File: config.mk
export PLATFORM = sky130hd
export DESIGN_NAME = fetch_ctrl
export DESIGN_NICKNAME = d
export VERILOG_FILES = /design/src/rtl/fetch_ctrl.sv
export SDC_FILE = /design/constraint.sdc
export NUM_CORES = 1
export LEC_CHECK = 0
export ABC_CLOCK_PERIOD_IN_PS = 18500
export CAP_MARGIN = 20
export CORE_ASPECT_RATIO = 1.4
export CORE_MARGIN = 2
export CORE_UTILIZATION = 59
export DETAILED_ROUTE_END_ITERATION = 7
export PLACE_DENSITY = 0.95
export SETUP_SLACK_MARGIN = 0.02
export SLEW_MARGIN = 15
export SYNTH_ARGS = -nofsm -noshare
export SYNTH_HDL_FRONTEND = slang
export SYNTH_SLANG_ARGS = --single-unit
File: constraint.sdc
create_clock -name clk -period 18.5 [get_ports clk]
set_input_delay 1.85 -clock clk [delete_from_list [all_inputs] [get_ports clk]]
set_output_delay 1.85 -clock clk [all_outputs]
set_load 0.1 [all_outputs]
File: src/rtl/fetch_ctrl.sv
// Fetch-stage sequencer: issues sequential ICache requests under a credit limit,
// buffers responses in a small FIFO and hands them to decode; redirects flush and drop stale data.
module fetch_ctrl #(
  parameter int              ADDR      = 32,
  parameter int              INST      = 32,
  parameter int              BUF_DEPTH = 4,
  parameter logic [ADDR-1:0] RESET_PC  = '0
) (
  input  logic            clk,
  input  logic            reset,
  output logic            fetch_e_,
  output logic [ADDR-1:0] fetch_pc,
  input  logic            ic_e_,
  input  logic [ADDR-1:0] ic_pc,
  input  logic [INST-1:0] ic_inst,
  output logic            inst_e_,
  output logic [ADDR-1:0] inst_pc,
  output logic [INST-1:0] inst,
  input  logic            dec_stall,
  input  logic            redirect_e_,
  input  logic [ADDR-1:0] redirect_pc
);
  localparam int PW = $clog2(BUF_DEPTH);
  localparam int CW = PW + 1;
  localparam logic [1:0] ST_BOOT = 2'd0;
  localparam logic [1:0] ST_RUN  = 2'd1;
  localparam logic [1:0] ST_DROP = 2'd2;
  localparam logic [ADDR-1:0] PC_STEP = ADDR'(INST / 8);

  logic [1:0]      state_q, state_d;
  logic [ADDR-1:0] pc_q, pc_d;
  logic [CW-1:0]   count_q, count_d;
  logic [CW-1:0]   inflight_q, inflight_d;
  logic [CW-1:0]   drop_q, drop_d;
  logic [PW-1:0]   head_q, head_d;
  logic [PW-1:0]   tail_q, tail_d;
  logic [ADDR-1:0] buf_pc_q   [BUF_DEPTH];
  logic [INST-1:0] buf_inst_q [BUF_DEPTH];

  logic            redir, resp, issue, pop, push;
  logic [CW+1:0]   occ;

  // Credits cover stale requests too, so the buffer can never overflow.
  assign occ = (CW+2)'(inflight_q) + (CW+2)'(drop_q) + (CW+2)'(count_q);

  always_comb begin
    redir = ~redirect_e_;
    resp  = ~ic_e_;
    issue = ~reset && ~redir && (state_q != ST_BOOT) && (occ < (CW+2)'(BUF_DEPTH));
    pop   = ~redir && (count_q != '0) && ~dec_stall;
    push  = ~redir && resp && (drop_q == '0);

    state_d    = state_q;
    pc_d       = pc_q;
    count_d    = count_q;
    inflight_d = inflight_q;
    drop_d     = drop_q;
    head_d     = head_q;
    tail_d     = tail_q;

    if (redir) begin
      pc_d       = redirect_pc;
      count_d    = '0;
      head_d     = '0;
      tail_d     = '0;
      inflight_d = '0;
      drop_d     = drop_q + inflight_q - CW'(resp);
    end else begin
      if (issue) pc_d = pc_q + PC_STEP;
      if (resp && (drop_q != '0)) drop_d = drop_q - CW'(1);
      inflight_d = inflight_q + CW'(issue) - CW'(push);
      count_d    = count_q + CW'(push) - CW'(pop);
      if (push) tail_d = tail_q + PW'(1);
      if (pop)  head_d = head_q + PW'(1);
    end

    if (state_q == ST_BOOT) state_d = ST_RUN;
    else                    state_d = (drop_d != '0) ? ST_DROP : ST_RUN;
  end

  always_ff @(posedge clk or posedge reset) begin
    if (reset) begin
      state_q    <= ST_BOOT;
      pc_q       <= RESET_PC;
      count_q    <= '0;
      inflight_q <= '0;
      drop_q     <= '0;
      head_q     <= '0;
      tail_q     <= '0;
    end else begin
      state_q    <= state_d;
      pc_q       <= pc_d;
      count_q    <= count_d;
      inflight_q <= inflight_d;
      drop_q     <= drop_d;
      head_q     <= head_d;
      tail_q     <= tail_d;
    end
  end

  always_ff @(posedge clk or posedge reset) begin
    if (reset) begin
      for (int i = 0; i < BUF_DEPTH; i++) begin
        buf_pc_q[i]   <= '0;
        buf_inst_q[i] <= '0;
      end
    end else if (push) begin
      buf_pc_q[tail_q]   <= ic_pc;
      buf_inst_q[tail_q] <= ic_inst;
    end
  end

  assign fetch_e_ = ~issue;
  assign fetch_pc = pc_q;
  assign inst_e_  = ~((count_q != '0) && redirect_e_);
  assign inst_pc  = buf_pc_q[head_q];
  assign inst     = buf_inst_q[head_q];

  // A live response into a full buffer means the ICache broke the one-response-per-request contract.
  overflow_chk: assert property (@(posedge clk) disable iff (reset)
    !(push && (count_q == CW'(BUF_DEPTH))));
endmodule

# Word-level counts from Yosys, hierarchy flattened
# Cells that the tools add are included.
[totals] input_bits=101 wordCells=78 out_inout_bits=98 ff_bits=303
[classes] n_addsub=12 n_reduce_logical=15 eq_ne=3 n_lt_le_gt_ge=4 n_bitwise=7 n_mux=22
[op_table] cell="$bwmux 128" n=2
[op_table] cell="$mux 32" n=7
[op_table] cell="$bmux 32 s2" n=2
[op_table] cell="$demux 32 s2" n=1
[op_table] cell="$add 32x3->32 const B" n=1
[op_table] cell="$mux 2" n=6
[op_table] cell="$mux 3" n=4
[op_table] cell="$logic_and 1x1->1" n=9
[op_table] cell="$reduce_bool 3->1" n=3
[op_table] cell="$sub 3x1->3" n=3
[op_table] cell="$add 3x1->3" n=2
[op_table] cell="$ge 3x3->1 const B" n=2
[op_table] cell="$ne 2x1->1 const B" n=3
[op_table] cell="$not 2->3" n=2
[op_table] cell="$add 4x3->5" n=1
[op_table] cell="$lt 5x3->1 const B" n=1
[op_table] cell="$not 1->1" n=5
[op_table] cell="$add 2x1->2 const B" n=2
[op_table] cell="$add 3x3->4" n=1
[op_table] cell="$add 3x3->3" n=1
[op_table] cell="$logic_not 3->1" n=1
[op_table] cell="$lt 3x1->1 const B" n=1
[op_table] cell="$sub 3x1->3 const B" n=1
[op_table] cell="$logic_not 2->1" n=1
[op_table] cell="$reduce_bool 2->1" n=1

# Depth between registers and ports, before layout
# Gate-level depths: netlist (run 1).
[depth] depth_word=7 ltp_mapped=16

# Least setup slack after synthesis (run 1)
# OpenSTA, ideal clock, no wires.
[synth_timing] kind="in2out" start="input port redirect_e_" end="output port fetch_e_" t_arrival_ps=3304 path_buffers=3 path_stages=4 slack_ps=13346 t_required_ps=16650 cell_sequence="clkbuf_1 buf_1 clkbuf_1 nand2_1"
[synth_via] elab_chain_len=4
[synth_rtl] item="from (decl)" line_no="20" rtl="input logic redirect_e_,"
[synth_rtl] item="$logic_and 1x1->1 (3 in series)" line_no="49" rtl="issue = ~reset && ~redir && (state_q != ST_BOOT) && (occ < (CW+2)'(BUF_DEPTH));"
[synth_rtl] item="$not 1->1" line_no="113" rtl="assign fetch_e_ = ~issue;"
[synth_rtl] item="to (decl)" line_no="11" rtl="output logic fetch_e_,"
# Every way passes these cells.

# Worst setup path in the final report (run 1)
[layout_timing] start="input port reset" end="output port fetch_e_"
[layout_via] elab_chain_len=5
[layout_rtl] item="from (decl)" line_no="10" rtl="input logic reset,"
[layout_rtl] item="$not 1->1" line_no="49"
[layout_rtl] item="$logic_and 1x1->1 (3 in series)" line_no="49"
[layout_rtl] item="$not 1->1" line_no="113"
# Every way passes these cells.

==> flow_summary.ini, run 1 <==
[routing]
drtPass1Iterations = 5
drt-vias-per-instance = 5.98
avgRoutedWirePerCell_um = 20.8
drc_marker_count_from_the_first_detailed_route_iteration = 352
route.vias.total = 8624
wirelength_um = 29900
remaining_drc_errors = 0
antenna_violating_nets_post_route = 0

[sta]
grt_setup_unrepaired = no
final_period_minus_worst_setup_slack_ps = 6140
setup-tns-final_ps = 0
finalHoldViolCount = 0
slew_viol_final = 0
worst_hold_slack_ps = 500
achievable-frequency_mhz = 163
final_clock_skew_ps = 6.85
fin_ws_ps = 12360
setup_violations = 0
worst_pin_slew_ps = 1060
final.period_utilization = 0.332
relSlewSlack = 0.291

[finish]
most-common-layout-cells = sky130_fd_sc_hd__dfrtp_1 (301), sky130_fd_sc_hd__mux2_2 (258), sky130_fd_sc_hd__clkdlybuf4s50_1 (197)
final_net_count = 1239
layout_commonest_cell = sky130_fd_sc_hd__dfrtp_1
finalInstanceArea_um2 = 17000
drive_above_1_share = 0.340
area.growth.synth_to_final_pct = 23.2

[synth]
post_synth_main_area_contributors = sky130_fd_sc_hd__dfrtp_1 (55%), sky130_fd_sc_hd__mux2_2 (21%), sky130_fd_sc_hd__mux4_2 (10%), sky130_fd_sc_hd__ha_1 (1.5%), sky130_fd_sc_hd__xnor2_1 (1.4%)
synth.net_count = 1055
ys_seq_elements = 303
post-synth-top-area-cell = sky130_fd_sc_hd__dfrtp_1
yosysWarnings = 0
share_of_the_synthesized_area_in_the_top_cell_type = 0.549
synth.lib_cells_used.distinct = 45
netlist_instances = 932
synthesis.area_per_instance_um2 = 14.8
yosysSeqAreaShare = 0.549
post_synth_instance_area_um2 = 13800

[cts]
clock_sink_count = 303
cts_hold_buf = 0
clockBufferDepth = 3
clock_insertion_delay_worst_skew_ps = 540
cts_tree = yes
cts.repair_timing.setup_buffer_count = 0
maximum_level_of_the_cts_h_tree = 1
clk_pin_slew_ps = 60
cts-root-buf = sky130_fd_sc_hd__clkbuf_16
cts-buffers-inserted = 28
postCtsResizedCells = 0

[worst_setup_path]
crit_slowest_cell = sky130_fd_sc_hd__clkdlybuf4s50_1
worst_path_dominant_cell_family = buffers and inverters
critical_path.cell_chain = clkdlybuf4s50_1, nor2_1, o221ai_1, buf_4, nor2_1, nand2_1, clkdlybuf4s50_1
timing_worst_setup_path_type = primary input to output pin
flop_to_flop_setup_slack_ps = 14740
crit_path_end_kind = output pin
largest_driver_fanout_on_the_critical_path = 16
required_time_at_the_worst_slack_endpoint_ps = 16650
critical_path_arrival_ps = 4290
worstPathBufferInverterCount = 3
start_kind = primary input
cpPeakStageDelay_ps = 1020

[placed_design]
pre_cts_setup_slack_ps = 12350
place.gp.congestion = 0.891
postPlaceCellArea_um2 = 16000
number_of_i_o_port_buffers = 198
detailed_place_hpwl_um = 18000

[floorplanning]
core_area_um2 = 23100
die_h_um = 185
total_die_area_um2 = 24600
floorplan.initialDensity = 0.597
pin_count = 199
placementRows = 66
dieWidth_um = 133

[global_routing]
grt_pass1_wl_um = 49100
grt_residual_overflow = 0
groute.usage.overall = 0.250
grt_start_max_net_pins = 146
antenna_violations_before_repair = 1
grt_pass1_vias = 9404

[power_and_ir_drop]
leakage_nw = 7.69
cellPowerDensity_nw_per_um2 = 172
peakVddDrop_mv = 0.120

[min_path]
hold_path_class = flip-flop to flip-flop

[run_status]
run_status = complete, no violations

[run]
cap_viol_max_count = 0
-- cells by family (layout without fill, tap and decap cells) --
group,count (synthesis),count (layout),share of synthesized area
compound gates,55,55,0.0250
xor+xnor,25,25,0.0159
fa+ha+maj,22,22,0.0232
buf+inv,76,277,0.0215
flops,303,303,0.549
mux,324,324,0.316
other cells,0,2,0
simple gates,127,127,0.0485
-- cell usage after synthesis (all sizes together) --
cell type,instances
mux2i,2
or4,9
a31oi,12
o41ai,1
or3,6
or4b,2
nand3,12
xnor2,22
and4,3
fa,6
nor3b,3
dfrtp,303
nor2,41
o21ai,6
nand4,5
buf,7
mux2,258
nor2b,2
and2,4
o311ai,1
mux4,64
o221ai,1
o32a,1
o32ai,1
and3,3
a21oi,18
nor4bb,1
xor2,3
nor4,6
nor3,4
clkinv,1
inv,21
nand2,23
ha,16
nor4b,3
a21boi,1
clkbuf,47
o31ai,9
o211ai,4
-- path summary, 6_finish.rpt --
path	start	end	cells past startpoint
setup / recovery	reset	fetch_e_	7
hold / removal	buf_pc_q[43]	buf_pc_q[43]	1
setup reg to reg	count_q[1]	inflight_q[2]	16
hold reg to reg	buf_pc_q[43]	buf_pc_q[43]	1
max in group asynchronous	reset	buf_inst_q[21]	5
min in group asynchronous	reset	fetch_pc[8]	2
-- metrics by stage --
stage | cells | utilization | total power [mW]
finish | 1441 | 0.735 | 2.92
global route | 1440 | 0.735 | 3.04
CTS | 1436 | 0.731 | 2.93
detailed placement | 1389 | 0.694 | 2.37
global placement | 1389 | 0.694 | 2.34
floorplan | 932 | - | 2.04
-- power by group --
part           leakage, nW  internal (mW)  switching (mW)
sequential            4.00          0.805          0.0951
combinational         3.26          0.460            1.00
clock                0.434          0.312           0.241
-- final cells by class --
| cell class | count | area, um^2 |
|---|---|---|
| Multi-Input combinational cell | 553 | 5950 |
| Timing Repair Buffer | 208 | 2110 |
| Inverter | 22 | 90.1 |
| Antenna cell | 2 | 5.00 |
| Clock inverter | 5 | 25.0 |
| Sequential cell | 303 | 7590 |
| Fill cell | 1399 | 6120 |
| Clock buffer | 42 | 845 |
| Tap cell | 306 | 383 |
-- state kept, by name, summed over array words and instances, names as in the netlist --
signal / count
buf_inst_q: 128
tail_q: 2
state_q: 2
head_q: 2
fetch_pc: 32
count_q: 3
inflight_q: 3
buf_pc_q: 128
drop_q: 3
-- worst register-to-register path: stages (launching register included) --
cell and delay, ps:
sky130_fd_sc_hd__dfrtp_1 410, sky130_fd_sc_hd__inv_1 130, sky130_fd_sc_hd__fa_1 530, sky130_fd_sc_hd__nor2_1 150, sky130_fd_sc_hd__fa_1 420, sky130_fd_sc_hd__nor2_1 140, sky130_fd_sc_hd__o221ai_1 130, sky130_fd_sc_hd__buf_4 210
sky130_fd_sc_hd__nor2_1 230, sky130_fd_sc_hd__nand2_1 120, sky130_fd_sc_hd__ha_1 320, sky130_fd_sc_hd__inv_1 80, sky130_fd_sc_hd__ha_1 150, sky130_fd_sc_hd__inv_1 50, sky130_fd_sc_hd__fa_1 370, sky130_fd_sc_hd__xnor2_1 160
sky130_fd_sc_hd__nor2_1 50
-- metal layers --
metal  routed length (um)  vias to the layer above  GRT usage
met5                    0                        -          0
met4                  824                        0     0.0804
met3                 1460                       56     0.0416
met2                16000                      237      0.448
met1                11600                     4517      0.311
li1                     -                     3814          -
No activity file was read; power rests on OpenSTA's default activity.
==> inputs of run 2 (changes only) <==
- ABC_CLOCK_PERIOD_IN_PS: 18500 -> 5400
- CORE_UTILIZATION: 59 -> 50
- PLACE_DENSITY: 0.95 -> 0.88
- clock period: 18.5 -> 5.4 ns (I/O delays scaled with it)
==> run 2 against run 1 <==
Net effect: sequential power rose to 3.4 times the previous value; wire length decreased by 3.8%; clock power grew to 3.8 times the previous value; register-to-register slack lost 13000 ps; die area rose by 18%; sequential share of layout area is 0.35 points lower; utilization fell by 11 points; critical path type is now flip-flop to output pin; largest power group unchanged.
==> flow_summary.ini, run 2 (same netlist as run 1, synthesis figures left out) <==
[run_status]
run_status = complete, no violations

[routing]
route.met3.wl_um = 1520
wirelength_um = 28800
wl_met2_um = 15200
antenna_violating_nets_post_route = 0
drt-vias-per-instance = 5.61
route.top_layer_used = met4
drtPass1Iterations = 4
route.vias.total = 8435
remaining_drc_errors = 0
drc_marker_count_from_the_first_detailed_route_iteration = 272
met1_length_um = 11400
avgRoutedWirePerCell_um = 19.2

[worst_setup_path]
timing_worst_setup_path_type = flip-flop to output pin
largest_driver_fanout_on_the_critical_path = 16
required_time_at_the_worst_slack_endpoint_ps = 4860
start_kind = flip-flop
crit_path_end_kind = output pin
critical_path_arrival_ps = 3480

[cts]
clock_sink_count = 303
cts_hold_buf = 0
cts_tree = yes
postCtsResizedCells = 0
maximum_level_of_the_cts_h_tree = 1
cts-buffers-inserted = 30
cts.repair_timing.setup_buffer_count = 0
clk_pin_slew_ps = 60
clockBufferDepth = 3
clock_insertion_delay_worst_skew_ps = 570
cts-root-buf = sky130_fd_sc_hd__clkbuf_16

[power_and_ir_drop]
design_power_total_mw = 10.1
cell_int_power_mw = 5.53
power.share.clock = 0.204
net-switching-power_mw = 4.59
power.sequential.fraction = 0.306
switching_share_of_power = 0.454
pwr-share-comb = 0.490
peakVddDrop_mv = 0.363
cellPowerDensity_nw_per_um2 = 591
leakage_nw = 7.70

[finish]
layout_commonest_cell = sky130_fd_sc_hd__dfrtp_1
final_net_count = 1237
most-common-layout-cells = sky130_fd_sc_hd__dfrtp_1 (301), sky130_fd_sc_hd__mux2_2 (258), sky130_fd_sc_hd__clkdlybuf4s50_1 (196)
antenna_cells = 0
filler_cell_count = 2027
area.growth.synth_to_final_pct = 24.1
finalInstanceArea_um2 = 17100
drive_above_1_share = 0.340

[floorplanning]
floorplan.initialDensity = 0.504
dieWidth_um = 144
core_area_um2 = 27400
total_die_area_um2 = 29000
pin_count = 199
placementRows = 72
die_h_um = 201

[sta]
finalHoldViolCount = 0
achievable-frequency_mhz = 249
slew_viol_final = 0
worst_pin_slew_ps = 1070
grt_setup_unrepaired = no
final.period_utilization = 0.744
setup_violations = 0
fin_ws_ps = 1380
final_period_minus_worst_setup_slack_ps = 4020
relSlewSlack = 0.287
final_clock_skew_ps = 18.8
setup-tns-final_ps = 0

[placed_design]
place.gp.congestion = 0.842
number_of_i_o_port_buffers = 198
pre_cts_setup_slack_ps = 1150
postPlaceCellArea_um2 = 16200
detailed_place_hpwl_um = 17700

[global_routing]
groute.usage.overall = 0.205
grt_start_max_net_pins = 151
antenna_violations_before_repair = 0
grt_pass1_vias = 9179
grt_residual_overflow = 0
grt_pass1_wl_um = 47400

[min_path]
hold_path_class = primary input to flip-flop

[run]
cap_viol_max_count = 0
[run 2: cell type report]
| class | count | area, um^2 | area share |
|---|---|---|---|
| clock inverter | 10 | 143 | 0.00833 |
| clock buffer | 42 | 826 | 0.0482 |
| inverter | 22 | 86.3 | 0.00504 |
| sequential | 303 | 7590 | 0.443 |
| timing repair buffer | 204 | 2070 | 0.121 |
| multi-input combinational | 553 | 5960 | 0.348 |
| tap | 370 | 463 | 0.0270 |
[run 2: per-layer routing]
layer  GRT usage  vias up
met2       0.364      210
met5           0        -
li1            -     3804
met3      0.0336       44
met4      0.0589        0
met1       0.258     4377
[run 2: final timing paths]
check,startpoint,endpoint,slack (ps),cells after the start
min in group asynchronous,reset,inflight_q[1],540,2
max in group asynchronous,reset,buf_inst_q[28],3640,3
min,redirect_e_,drop_q[0],380,3
min reg2reg,buf_inst_q[13],buf_inst_q[13],500,1
max,inflight_q[1],fetch_e_,1380,9
max reg2reg,inflight_q[1],inflight_q[2],1590,15
[run 2: per-stage QoR]
step / instances / util / hold slack (ps)
after global routing: 1504 / 0.626 / 418
final: 1504 / 0.626 / 384
after CTS: 1504 / 0.625 / 352
after global placement: 1452 / 0.590 / 481
after detailed placement: 1452 / 0.590 / 489
after floorplan: 932 / - / 474
[run 2: critical path: stages, from the launching register on]
cell,delay [ps]
sky130_fd_sc_hd__dfrtp_1,400
sky130_fd_sc_hd__inv_1,100
sky130_fd_sc_hd__fa_1,570
sky130_fd_sc_hd__nor2_1,70
sky130_fd_sc_hd__fa_1,380
sky130_fd_sc_hd__nor3b_2,180
sky130_fd_sc_hd__o221ai_2,560
sky130_fd_sc_hd__nor2_1,190
sky130_fd_sc_hd__nand2_1,140
sky130_fd_sc_hd__buf_4,310
[run 2: power groups by stage]
| stage | combinational (mW) | sequential, mW | clock (mW) |
|---|---|---|---|
| 3_3_place_gp | 4.91 | 3.10 | 0 |
| 5_1_grt | 5.17 | 3.17 | 2.22 |
| 4_1_cts | 4.99 | 3.10 | 2.12 |
| 3_5_place_dp | 4.97 | 3.14 | 0 |
| 6_report | 4.96 | 3.10 | 2.07 |
| 2_1_floorplan | 3.78 | 3.22 | 0 |
==> inputs of run 3 (changes only) <==
- ABC_CLOCK_PERIOD_IN_PS: 5400 -> 3700
- CORE_UTILIZATION: 50 -> 55
- PLACE_DENSITY: 0.88 -> 0.92
- clock period: 5.4 -> 3.7 ns (I/O delays scaled with it)
==> run 3 against run 2 <==
Net effect: first-iteration DRC count up 51%; global-route usage rose by 3.0 points; utilization up 7.3 points.
==> flow_summary.ini, run 3 (same netlist as run 1, synthesis figures left out) <==
[run_status]
run_status = complete, no violations

[power_and_ir_drop]
switching_share_of_power = 0.451
net-switching-power_mw = 6.79
pwr-share-comb = 0.479
cell_int_power_mw = 8.26
power.sequential.fraction = 0.301
peakVddDrop_mv = 0.731
power.share.clock = 0.220
leakage_nw = 7.96
design_power_total_mw = 15.0
cellPowerDensity_nw_per_um2 = 873

[cts]
cts-buffers-inserted = 29
cts.repair_timing.setup_buffer_count = 0
clk_pin_slew_ps = 60
maximum_level_of_the_cts_h_tree = 1
cts-root-buf = sky130_fd_sc_hd__clkbuf_16
clock_insertion_delay_worst_skew_ps = 540
clockBufferDepth = 3
clock_sink_count = 303
cts_tree = yes

[routing]
route.vias.total = 8637
drt-vias-per-instance = 5.88
antenna_violating_nets_post_route = 0
drc_marker_count_from_the_first_detailed_route_iteration = 410
avgRoutedWirePerCell_um = 20.5
remaining_drc_errors = 0
drtPass1Iterations = 4
wirelength_um = 30200

[sta]
setup_violations = 0
grt_setup_unrepaired = no
achievable-frequency_mhz = 285
worst_pin_slew_ps = 1120
worst_hold_slack_ps = 313
slew_viol_final = 0
fin_ws_ps = 192
relSlewSlack = 0.252
setup-tns-final_ps = 0
finalHoldViolCount = 0
final.period_utilization = 0.948
final_period_minus_worst_setup_slack_ps = 3510
final_clock_skew_ps = 10.1

[worst_setup_path]
crit_slowest_cell = sky130_fd_sc_hd__or4b_2
required_time_at_the_worst_slack_endpoint_ps = 4170
worstPathBufferInverterCount = 2
largest_driver_fanout_on_the_critical_path = 15
worst_path_dominant_cell_family = simple AND/OR/NAND/NOR gates
worst_setup_path_startpoint = count_q[1]
worst_path_most_repeated_cell = sky130_fd_sc_hd__fa_1
crit_path_end_kind = flip-flop
critical_path.cell_chain = inv_1, fa_1, nor2_1, fa_1, nor2b_1, o221ai_2, buf_4, or4b_2, or4_1, nand4_1
start_kind = flip-flop
timing_worst_setup_path_type = flip-flop to flip-flop
cpPeakStageDelay_ps = 650
worstReg2RegStart = count_q[1]
critical_path_arrival_ps = 3970

[finish]
drive_above_1_share = 0.415
most-common-layout-cells = sky130_fd_sc_hd__dfrtp_1 (301), sky130_fd_sc_hd__mux2_2 (258), sky130_fd_sc_hd__clkdlybuf4s50_1 (131)
layout_commonest_cell = sky130_fd_sc_hd__dfrtp_1
finalInstanceArea_um2 = 17200
area.growth.synth_to_final_pct = 24.9
final_net_count = 1253

[global_routing]
grt_start_max_net_pins = 66
grt_residual_overflow = 0
grt_pass1_wl_um = 49000
antenna_violations_before_repair = 1
grt_pass1_vias = 9491
groute.usage.overall = 0.235

[floorplanning]
pin_count = 199
core_area_um2 = 24700
dieWidth_um = 138
placementRows = 68
die_h_um = 191
total_die_area_um2 = 26400
floorplan.initialDensity = 0.559

[run]
cap_viol_max_count = 0

[placed_design]
number_of_i_o_port_buffers = 198
pre_cts_setup_slack_ps = 216
place.gp.congestion = 0.816
postPlaceCellArea_um2 = 16100
detailed_place_hpwl_um = 19300

[min_path]
hold_path_class = primary input to asynchronous set/reset pin
-- run 3: cell type report --
type	count	area, um^2
antenna	1	2.50
clock buffer	38	820
clock inverter	16	269
fill	1575	7440
inverter	22	86.3
multi-input combinational	553	5980
sequential	303	7590
tap	315	394
timing repair buffer	221	2100
-- run 3: final timing paths --
kind | to | slack, ps | depth (start not counted)
max | fetch_pc[25] | 190 | 10
min | drop_q[2] | 310 | 2
max reg2reg | fetch_pc[25] | 190 | 10
min reg2reg | buf_pc_q[5] | 500 | 1
max in group asynchronous | buf_pc_q[3] | 2550 | 4
min in group clk | fetch_pc[16] | 350 | 2
-- run 3: layer usage --
layer | GRT usage | routed length [um] | share of wire | vias to the layer above
met4 | 0.0726 | 726 | 0.024 | 0
met2 | 0.421 | 16100 | 0.53 | 229
met1 | 0.293 | 11900 | 0.40 | 4518
met3 | 0.0334 | 1450 | 0.048 | 47
li1 | - | - | - | 3843
met5 | 0 | 0 | 0 | -
-- run 3: through the flow --
stage | instances | utilization
3_3_place_gp | 1413 | 0.653
5_1_grt | 1469 | 0.699
6_report | 1469 | 0.699
3_5_place_dp | 1413 | 0.653
4_1_cts | 1467 | 0.697
2_1_floorplan | 932 | -
-- run 3: power groups by stage --
| stage | sequential [mW] | combinational [mW] | clock [mW] |
|---|---|---|---|
| 6_report | 4.53 | 7.21 | 3.30 |
| 5_1_grt | 4.64 | 7.50 | 3.49 |
| 4_1_cts | 4.54 | 7.23 | 3.37 |
| 3_5_place_dp | 4.59 | 7.21 | 0 |
| 3_3_place_gp | 4.52 | 7.10 | 0 |
| 2_1_floorplan | 4.70 | 5.54 | 0 |
-- run 3: what timing repair did --
action                     CTS  global route
setup endpoints to repair    0             3
hold buffers                 0             0
gates resized for setup      0             2
